<file path="src/rtl/cmd_deframer_pkg.sv">
// Shared constants and types for cmd_deframer and the parameter block's command decoder.
package cmd_deframer_pkg;

    localparam logic [31:0] CMD_MAGIC = 32'hF0AA550F;

    typedef enum logic [1:0] {
        StHunt,
        StCmd,
        StCsum,
        StOut
    } state_e;

    // Command word field positions, shared with the parameter block
    localparam int unsigned CMD_GLOBAL_BIT = 31;
    localparam int unsigned CMD_CHAN_HI    = 30;
    localparam int unsigned CMD_CHAN_LO    = 29;
    localparam int unsigned CMD_SLOT_HI    = 28;
    localparam int unsigned CMD_SLOT_LO    = 27;
    localparam int unsigned CMD_NCMD_HI    = 26;
    localparam int unsigned CMD_NCMD_LO    = 23;

    localparam logic [3:0] NCMD_MIN = 4'd1;
    localparam logic [3:0] NCMD_MAX = 4'd10;

    function automatic logic [3:0] cmd_ncmd(input logic [31:0] cmd);
        return cmd[CMD_NCMD_HI:CMD_NCMD_LO];
    endfunction

    function automatic logic ncmd_is_valid(input logic [3:0] ncmd);
        return (ncmd >= NCMD_MIN) && (ncmd <= NCMD_MAX);
    endfunction

endpackage

</file>
<file path="src/rtl/cmd_byte_timer.sv">
// Idle-clock counter between bytes of a frame; expire pulses on the LIMIT-th idle clock.
module cmd_byte_timer #(
    parameter int unsigned LIMIT = 20000
) (
    input  logic clk,
    input  logic rst,
    input  logic i_clear,
    input  logic i_en,
    output logic o_expire
);

    localparam logic [15:0] LAST = 16'(LIMIT - 1);

    logic [15:0] cnt_q, cnt_d;

    always_comb begin
        cnt_d = cnt_q;
        if (i_clear) begin
            cnt_d = '0;
        end else if (i_en) begin
            cnt_d = cnt_q + 16'd1;
        end
    end

    // A byte arriving in the expiry cycle clears the count and suppresses the timeout
    assign o_expire = i_en & ~i_clear & (cnt_q == LAST);

    always_ff @(posedge clk or posedge rst) begin
        if (rst) begin
            cnt_q <= '0;
        end else begin
            cnt_q <= cnt_d;
        end
    end

endmodule

</file>
<file path="src/rtl/cmd_deframer.sv">
// Byte-stream command deframer: hunts for CMD_MAGIC, assembles a 32-bit command word.
// Define CMD_DEFRAMER_CSUM_EN to require a trailing XOR checksum byte per frame.
module cmd_deframer
    import cmd_deframer_pkg::*;
#(
    parameter int unsigned TIMEOUT_CYCLES = 20000,
    parameter int unsigned ERR_W          = 8
) (
    input  logic             clk,
    input  logic             rst,
    input  logic [7:0]       i_rx_data,
    input  logic             i_rx_vld,
    output logic             o_rx_rdy,
    output logic [31:0]      o_cmd_magic,
    output logic [31:0]      o_cmd_command,
    output logic             o_cmd_vld,
    input  logic             i_cmd_rdy,
    output logic [ERR_W-1:0] o_err_cnt
);

    state_e           state_q, state_d;
    logic [31:0]      hunt_q, hunt_d;
    logic [31:0]      cmd_q, cmd_d;
    logic [1:0]       idx_q, idx_d;
    logic [ERR_W-1:0] err_q, err_d;
    logic [31:0]      hunt_shift;
    logic             accept, in_frame, expire, err_inc;
`ifdef CMD_DEFRAMER_CSUM_EN
    logic [7:0]       xor_q, xor_d;
`endif

    assign o_rx_rdy   = ~rst & (state_q != StOut);
    assign accept     = i_rx_vld & o_rx_rdy;
    assign in_frame   = (state_q == StCmd) || (state_q == StCsum);
    assign hunt_shift = {hunt_q[23:0], i_rx_data};

    cmd_byte_timer #(
        .LIMIT (TIMEOUT_CYCLES)
    ) u_timer (
        .clk      (clk),
        .rst      (rst),
        .i_clear  (accept | ~in_frame),
        .i_en     (in_frame),
        .o_expire (expire)
    );

    always_comb begin
        state_d = state_q;
        hunt_d  = '0;  // zero outside HUNT so every entry to HUNT starts clean
        cmd_d   = cmd_q;
        idx_d   = idx_q;
        err_inc = 1'b0;
`ifdef CMD_DEFRAMER_CSUM_EN
        xor_d   = xor_q;
`endif
        unique case (state_q)
            StHunt: begin
                hunt_d = hunt_q;
                if (accept) begin
                    hunt_d = hunt_shift;
                    if (hunt_shift == CMD_MAGIC) begin
                        hunt_d  = '0;
                        idx_d   = '0;
                        state_d = StCmd;
`ifdef CMD_DEFRAMER_CSUM_EN
                        xor_d   = '0;
`endif
                    end
                end
            end
            StCmd: begin
                if (accept) begin
                    cmd_d = {cmd_q[23:0], i_rx_data};
                    idx_d = idx_q + 2'd1;
`ifdef CMD_DEFRAMER_CSUM_EN
                    xor_d = xor_q ^ i_rx_data;
                    if (idx_q == 2'd3) state_d = StCsum;
`else
                    if (idx_q == 2'd3) state_d = StOut;
`endif
                end else if (expire) begin
                    state_d = StHunt;
                    err_inc = 1'b1;
                end
            end
`ifdef CMD_DEFRAMER_CSUM_EN
            StCsum: begin
                if (accept) begin
                    if (i_rx_data == xor_q) begin
                        state_d = StOut;
                    end else begin
                        state_d = StHunt;
                        err_inc = 1'b1;
                    end
                end else if (expire) begin
                    state_d = StHunt;
                    err_inc = 1'b1;
                end
            end
`endif
            StOut: begin
                if (i_cmd_rdy) state_d = StHunt;
            end
            default: state_d = StHunt;
        endcase
    end

    assign err_d = (err_inc && (err_q != '1)) ? err_q + 1'b1 : err_q;

    always_ff @(posedge clk or posedge rst) begin
        if (rst) begin
            state_q <= StHunt;
            hunt_q  <= '0;
            cmd_q   <= '0;
            idx_q   <= '0;
            err_q   <= '0;
        end else begin
            state_q <= state_d;
            hunt_q  <= hunt_d;
            cmd_q   <= cmd_d;
            idx_q   <= idx_d;
            err_q   <= err_d;
        end
    end

`ifdef CMD_DEFRAMER_CSUM_EN
    always_ff @(posedge clk or posedge rst) begin
        if (rst) xor_q <= '0;
        else     xor_q <= xor_d;
    end
`endif

    assign o_cmd_vld     = (state_q == StOut);
    assign o_cmd_magic   = o_cmd_vld ? CMD_MAGIC : '0;
    assign o_cmd_command = cmd_q;
    assign o_err_cnt     = err_q;

endmodule

</file>
<file path="config.mk">
export PLATFORM = sky130hd
export DESIGN_NAME = cmd_deframer
export DESIGN_NICKNAME = d
export VERILOG_FILES = /design/src/rtl/cmd_deframer_pkg.sv /design/src/rtl/cmd_byte_timer.sv /design/src/rtl/cmd_deframer.sv
export SDC_FILE = /design/constraint.sdc
export NUM_CORES = 1
export LEC_CHECK = 0
export ABC_AREA = 1
export CAP_MARGIN = 20
export CORE_ASPECT_RATIO = 1.4
export CORE_MARGIN = 2
export CORE_UTILIZATION = 54
export CTS_BUF_LIST = sky130_fd_sc_hd__clkbuf_4 sky130_fd_sc_hd__clkbuf_8
export CTS_CLUSTER_SIZE = 16
export DETAILED_ROUTE_END_ITERATION = 16
export GPL_TIMING_DRIVEN = 0
export PLACE_DENSITY = 0.84
export SYNTH_ARGS = -nofsm -noshare
export SYNTH_HDL_FRONTEND = slang
export SYNTH_HIERARCHICAL = 1
export SYNTH_SLANG_ARGS = --single-unit
</file>
<file path="constraint.sdc">
create_clock -name clk -period 3.15 [get_ports clk]
set_input_delay 0.7875 -clock clk [delete_from_list [all_inputs] [get_ports clk]]
set_output_delay 0.7875 -clock clk [all_outputs]
set_load 0.02 [all_outputs]
</file>
==> results.md, run 1 <==
- Outcome: finished clean
- Tightest Hold Check Type: flip-flop to flip-flop
- Max VDD drop: 0.418 mV
- Pwr Density: 694 mW/mm^2
- Starting Density: 56.0%
- Metal2 WL: 5200 um
- Commonest non-fill, non-tap cells in the layout: 151 x nand2_1, 84 x dfrtp_1, 69 x clkdlybuf4s50_1
- Synth cell types: 35
- DRC viols: 0
- Post-synth EDFFs: 0
- Post-synth ARST share: 100%
- Worst-margin pin slew: 0.809 ns
- Finish-stage setup viols: 0
- Die Y: 110 um
- Metal-1 WL: 3750 um
- CTS sink count: 84
- CTS tree: built
- RSZ-0062 raised after global routing: no
- Top Layer Used: met4
- CP startpoint kind: input port
- Reg2reg setup slack: 0.31 ns
- Max Clock Freq: 0.334 GHz
- Met3 WL: 364 um
- Drt total wl: 9500 um
- Clock Path Buffers: 2
- First-pass GRT wire length: 15900 um
- Initial DRC Count: 169
- Mapped cell area: 0.00437 sq mm
- Port Buffer Count: 69
- Clock root buffer: clkbuf_8
- Ports: 86
- DRT antenna net count: 0
- Post-Syn Instances: 519
- Slew margin rel.: 46.1%
- Pre-antenna DRT Iters: 4
- Area grow syn2layout: 24.1%
- Final #Nets: 632
- Die ar.: 0.00883 sq mm
- GRT Total Usage: 23.3%
- Share of cells above drive strength 1: 17.4%
- Vias per cell: 5.06
- Critical Path Sink Type: flip-flop
- Lkg Pwr: 2.65 nW
- Util after Layout: 69.5%
- Worst setup path class: input port to flip-flop
- Avg WL per Cell: 13.2 um
- Post-layout min period: 2.99 ns
- GR Overflow Total: 0
- Sequential-to-total area share from yosys stat: 48.2%
- Commonest non-fill, non-tap cell in the layout: nand2_1
- Final period util: 95.0%
- Worst Skew: 0.00793 ns
- CP Max Fanout: 10
- Vias in the first global route: 3491
- RePlAce Congestion: 0.890
- Synth Area per Inst: 8.41 sq um
- CORE AREA: 0.00780 sq mm
- Total CTS buffers: 9
- Hold Vio Cnt, Final: 0
- Critical Path RT: 3.41 ns
- ANT cells: 0
- # Max-Cap Violations: 0
- Layout fillers: 629
- Routed via count: 3640
- Largest net degree at the start of global routing: 69
- Syn. warnings: 6
- Worst EP arrival: 3.25 ns
- Hold buffers post-CTS: 0
- Slew Limit Fails: 0
- Synth Register Bits: 84
- Die W: 80.0 um
- Number of cell rows: 38
- Tot Pwr: 3.76 mW
- Detailed placement HPWL: 7040 um
- CTS H-tree depth: 3
- Clk_lat worst skew: 0.36 ns
- Clock transition at path regs: 0.09 ns
- Initial antenna violation count: 0
- Top_reg_cell synth: dfrtp_1
-- critical path, stage by stage --
cell and delay (ns):
clkdlybuf4s50_1 0.59, nor2_4 0.06, nand2_4 0.10, buf_2 0.26
nand2_1 0.15, nor2_1 0.29, nand4_1 0.12, nor2_1 0.20
nand3_1 0.12, o21bai_4 0.21, inv_2 0.07, buf_6 0.13
nand2_1 0.05, nand2_1 0.05, nand2_1 0.05
-- per-layer routing --
metal	vias up	GRT usage [%]
li1	1788	-
met1	1752	27.6
met2	85	41.1
met3	15	4.89
met4	0	9.56
met5	-	0
-- synth_stat cells, drive strengths merged (2+ instances only) --
library cell | number | area, sq um
nand2 | 160 | 633
dfrtp | 84 | 2100
inv | 63 | 239
buf | 48 | 365
o21ai | 42 | 270
nor2 | 39 | 194
nand3 | 23 | 130
nand4 | 16 | 100
a21oi | 12 | 67.6
o31ai | 8 | 60.1
ha | 6 | 75.1
nor3 | 5 | 25.0
xor2 | 3 | 26.3
clkinv | 2 | 7.51
o21bai | 2 | 30.0
-- kinds of logic after synthesis --
logic type | after synthesis | share of synthesized area, %
XOR/XNOR | 4 | 0.803
flip-flops | 84 | 48.2
adder cells (fa/ha/maj) | 6 | 1.72
other | 1 | 0.0859
buffers and inverters | 113 | 14.0
AO/OA/AOI/OAI | 65 | 9.95
AND/OR/NAND/NOR | 246 | 25.3
-- sequential cells by signal, indices dropped and copies added, names as in the netlist --
| signal | flops |
|---|---|
| o_cmd_command | 32 |
| hunt_q | 24 |
| u_timer/cnt_q | 16 |
| o_err_cnt | 8 |
| idx_q | 2 |
| state_q | 2 |
-- cell type report --
cell class	instances	area, sq um	share of cell area, %
well taps	100	125	2.31
flip-flops and latches	84	2100	38.8
inverters	65	249	4.60
repair buffers	69	691	12.7
multi-input cells	337	1710	31.6
plain buffers	48	365	6.74
clock buffers	9	124	2.29
clock inverters	7	51.3	0.947
-- power by group --
group	total, mW	internal (mW)	leakage (nW)	switching [mW]
Clock	0.690	0.288	0.0856	0.401
Sequential	1.51	1.33	1.11	0.174
Combinational	1.57	0.646	1.46	0.919
Total	3.76	2.27	2.65	1.49
-- per-stage QoR --
step	cells	hold slack (ns)	area [sq um]	TNS (ns)	setup slack, ns
5_1_grt	719	0.499	5420	0	0.0149
3_5_place_dp	703	0.465	5240	-0.900	-0.184
6_report	719	0.485	5420	0	0.156
3_3_place_gp	703	0.461	5240	-37.67	-0.552
4_1_cts	719	0.488	5420	0	0.126
2_1_floorplan	534	0.446	4420	0	0.476
-- timing repair --
action                                  4_1_cts  5_1_grt
buffers inserted                              0        0
resized for setup                             0        1
endpoints found under the setup margin        0        8
-- worst paths after layout --
check / startpoint / cells past startpoint / to
setup / recovery: rst / 15 / o_err_cnt[2]
hold / removal: o_cmd_command[30] / 2 / o_cmd_command[30]
setup reg to reg: state_q[0] / 15 / o_err_cnt[2]
hold reg to reg: o_cmd_command[30] / 2 / o_cmd_command[30]
max in group asynchronous: rst / 2 / o_cmd_command[28]
min in group asynchronous: rst / 2 / u_timer/cnt_q[4]
Power figures use the tool's default switching activity.
==> run 2: changes to the inputs <==
PLACE_DENSITY = not set   (was 0.84)
PLACE_DENSITY_LB_ADDON = 0.05   (was not set)
clock period = 3.1 ns   (was 3.15 ns; I/O delays follow)
==> results.md, run 2 (same netlist as run 1, synthesis figures left out) <==
- Max FFs per register: 32
- Routed via count: 3581
- RSZ-0062 raised after global routing: no
- CTS sink count: 84
- GR Overflow Total: 0
- Buffer and inverter count on the worst path: 2
- CP startpoint kind: input port
- Pre-antenna DRT Iters: 4
- Drt total wl: 9490 um
- Port Buffer Count: 69
- Share of cells above drive strength 1: 17.6%
- Tot Pwr: 3.92 mW
- Max Clock Freq: 0.350 GHz
- Outcome: finished clean
- CTS H-tree depth: 3
- First-pass GRT wire length: 15800 um
- Vias per cell: 4.98
- Detailed placement HPWL: 7000 um
- Worst setup path class: input port to output port
- Crit-path cells: clkdlybuf4s50_1 > nor2_4 > clkdlybuf4s50_1
- Clock Path Buffers: 2
- CP Max Fanout: 3
- Worst EP arrival: 2.08 ns
- Slowest Stage Delay on Critical Path: 0.62 ns
- CTS tree: built
- CORE AREA: 0.00780 sq mm
- Worst-margin pin slew: 0.833 ns
- Commonest non-fill, non-tap cell in the layout: nand2_1
- Lkg Pwr: 2.66 nW
- GRT Total Usage: 23.2%
- Die Y: 110 um
- Clock root buffer: clkbuf_8
- Slew Limit Fails: 0
- CP delay by family, top: buffers and inverters
- Final period util: 92.2%
- Ports: 86
- Number of cell rows: 38
- Critical Path RT: 2.32 ns
- Starting Density: 56.0%
- Hold slack: 0.483 ns
- Layout fillers: 662
- Clock transition at path regs: 0.08 ns
- Most Frequent Cell on Critical Path: clkdlybuf4s50_1
- DRC viols: 0
- Total CTS buffers: 9
- Hold Vio Cnt, Final: 0
- Fin Setup TNS: 0 ns
- RePlAce Congestion: 0.867
- Critical Path Sink Type: output port
- DRT antenna net count: 0
- Die W: 80.0 um
- Worst Skew: 0.00938 ns
- Slew margin rel.: 44.5%
- Pre-CTS setup slack: -0.266 ns
- Post-route cell area: 0.00545 sq mm
- Vias in the first global route: 3441
- Tightest Hold Check Type: flip-flop to flip-flop
- Pwr Density: 720 mW/mm^2
- Final #Nets: 632
- Die ar.: 0.00883 sq mm
- Initial DRC Count: 158
- Area grow syn2layout: 24.7%
- Avg WL per Cell: 13.2 um
- ANT cells: 0
- Max VDD drop: 0.404 mV
- # Max-Cap Violations: 0
- Initial antenna violation count: 0
- Placed instance area: 0.00524 sq mm
- Commonest non-fill, non-tap cells in the layout: 151 x nand2_1, 84 x dfrtp_1, 69 x clkdlybuf4s50_1
- Clk_lat worst skew: 0.36 ns
- Largest net degree at the start of global routing: 69
- Post-layout min period: 2.86 ns
- Critical-path top delay cell: clkdlybuf4s50_1
- Finish-stage setup viols: 0
- Worst setup margin: 0.241 ns
- # Post-CTS Setup Buffers: 0
==> run 2: final cells by class <==
| type | instances | area [sq um] | area share [%] |
|---|---|---|---|
| Clock inverter | 7 | 73.8 | 1.36 |
| Clock buffer | 9 | 124 | 2.27 |
| Timing Repair Buffer | 69 | 691 | 12.7 |
| Buffer | 48 | 368 | 6.76 |
| Multi-Input combinational cell | 337 | 1710 | 31.5 |
| Tap cell | 100 | 125 | 2.30 |
| Sequential cell | 84 | 2100 | 38.6 |
| Inverter | 65 | 249 | 4.57 |
==> run 2: through the flow <==
step,util [%],cells
floorplan,-,534
global placement,67.2,703
detailed placement,67.2,703
CTS,69.7,719
global route,69.8,719
finish,69.8,719
==> run 2: worst reg2reg max path, stage by stage, from the launching register on <==
cell      delay (ns)
dfrtp_1         0.43
ha_2            0.43
nor2_4          0.09
nand2_4         0.10
clkbuf_4        0.22
nand2_1         0.14
nor2_2          0.22
nand4_1         0.11
nor2_1          0.18
nand3_1         0.11
o21bai_4        0.21
inv_2           0.07
buf_6           0.13
nand2_1         0.05
nand2_1         0.06
nand2_1         0.05
==> run 2: path summary, 6_finish.rpt <==
| kind | cells past startpoint | end | slack, ns | startpoint |
|---|---|---|---|---|
| max in group asynchronous | 2 | hunt_q[3] | 1.51 | rst |
| min in group asynchronous | 2 | u_timer/cnt_q[12] | 0.97 | rst |
| setup reg to reg | 15 | o_err_cnt[2] | 0.40 | state_q[0] |
| hold reg to reg | 2 | idx_q[1] | 0.48 | idx_q[1] |
| hold / removal | 2 | idx_q[1] | 0.48 | idx_q[1] |
| setup / recovery | 3 | o_rx_rdy | 0.24 | rst |
==> run 2: layer usage <==
metal  wire length (um)  global-route usage [%]
met4                212                    10.7
met3                391                    3.42
met2               4890                    39.8
met5                  0                       0
met1               4000                    29.0
==> run 2: what timing repair did <==
item / 4_1_cts / 5_1_grt
hold buffers: 0 / 0
resized for setup: 0 / 3
endpoints found under the setup margin: 0 / 9
hold endpoints to repair: 0 / 0
==> run 2: report_power, final <==
part	internal, mW	switching (mW)
Clock	0.376	0.416
Combinational	0.658	0.937
Sequential	1.35	0.179
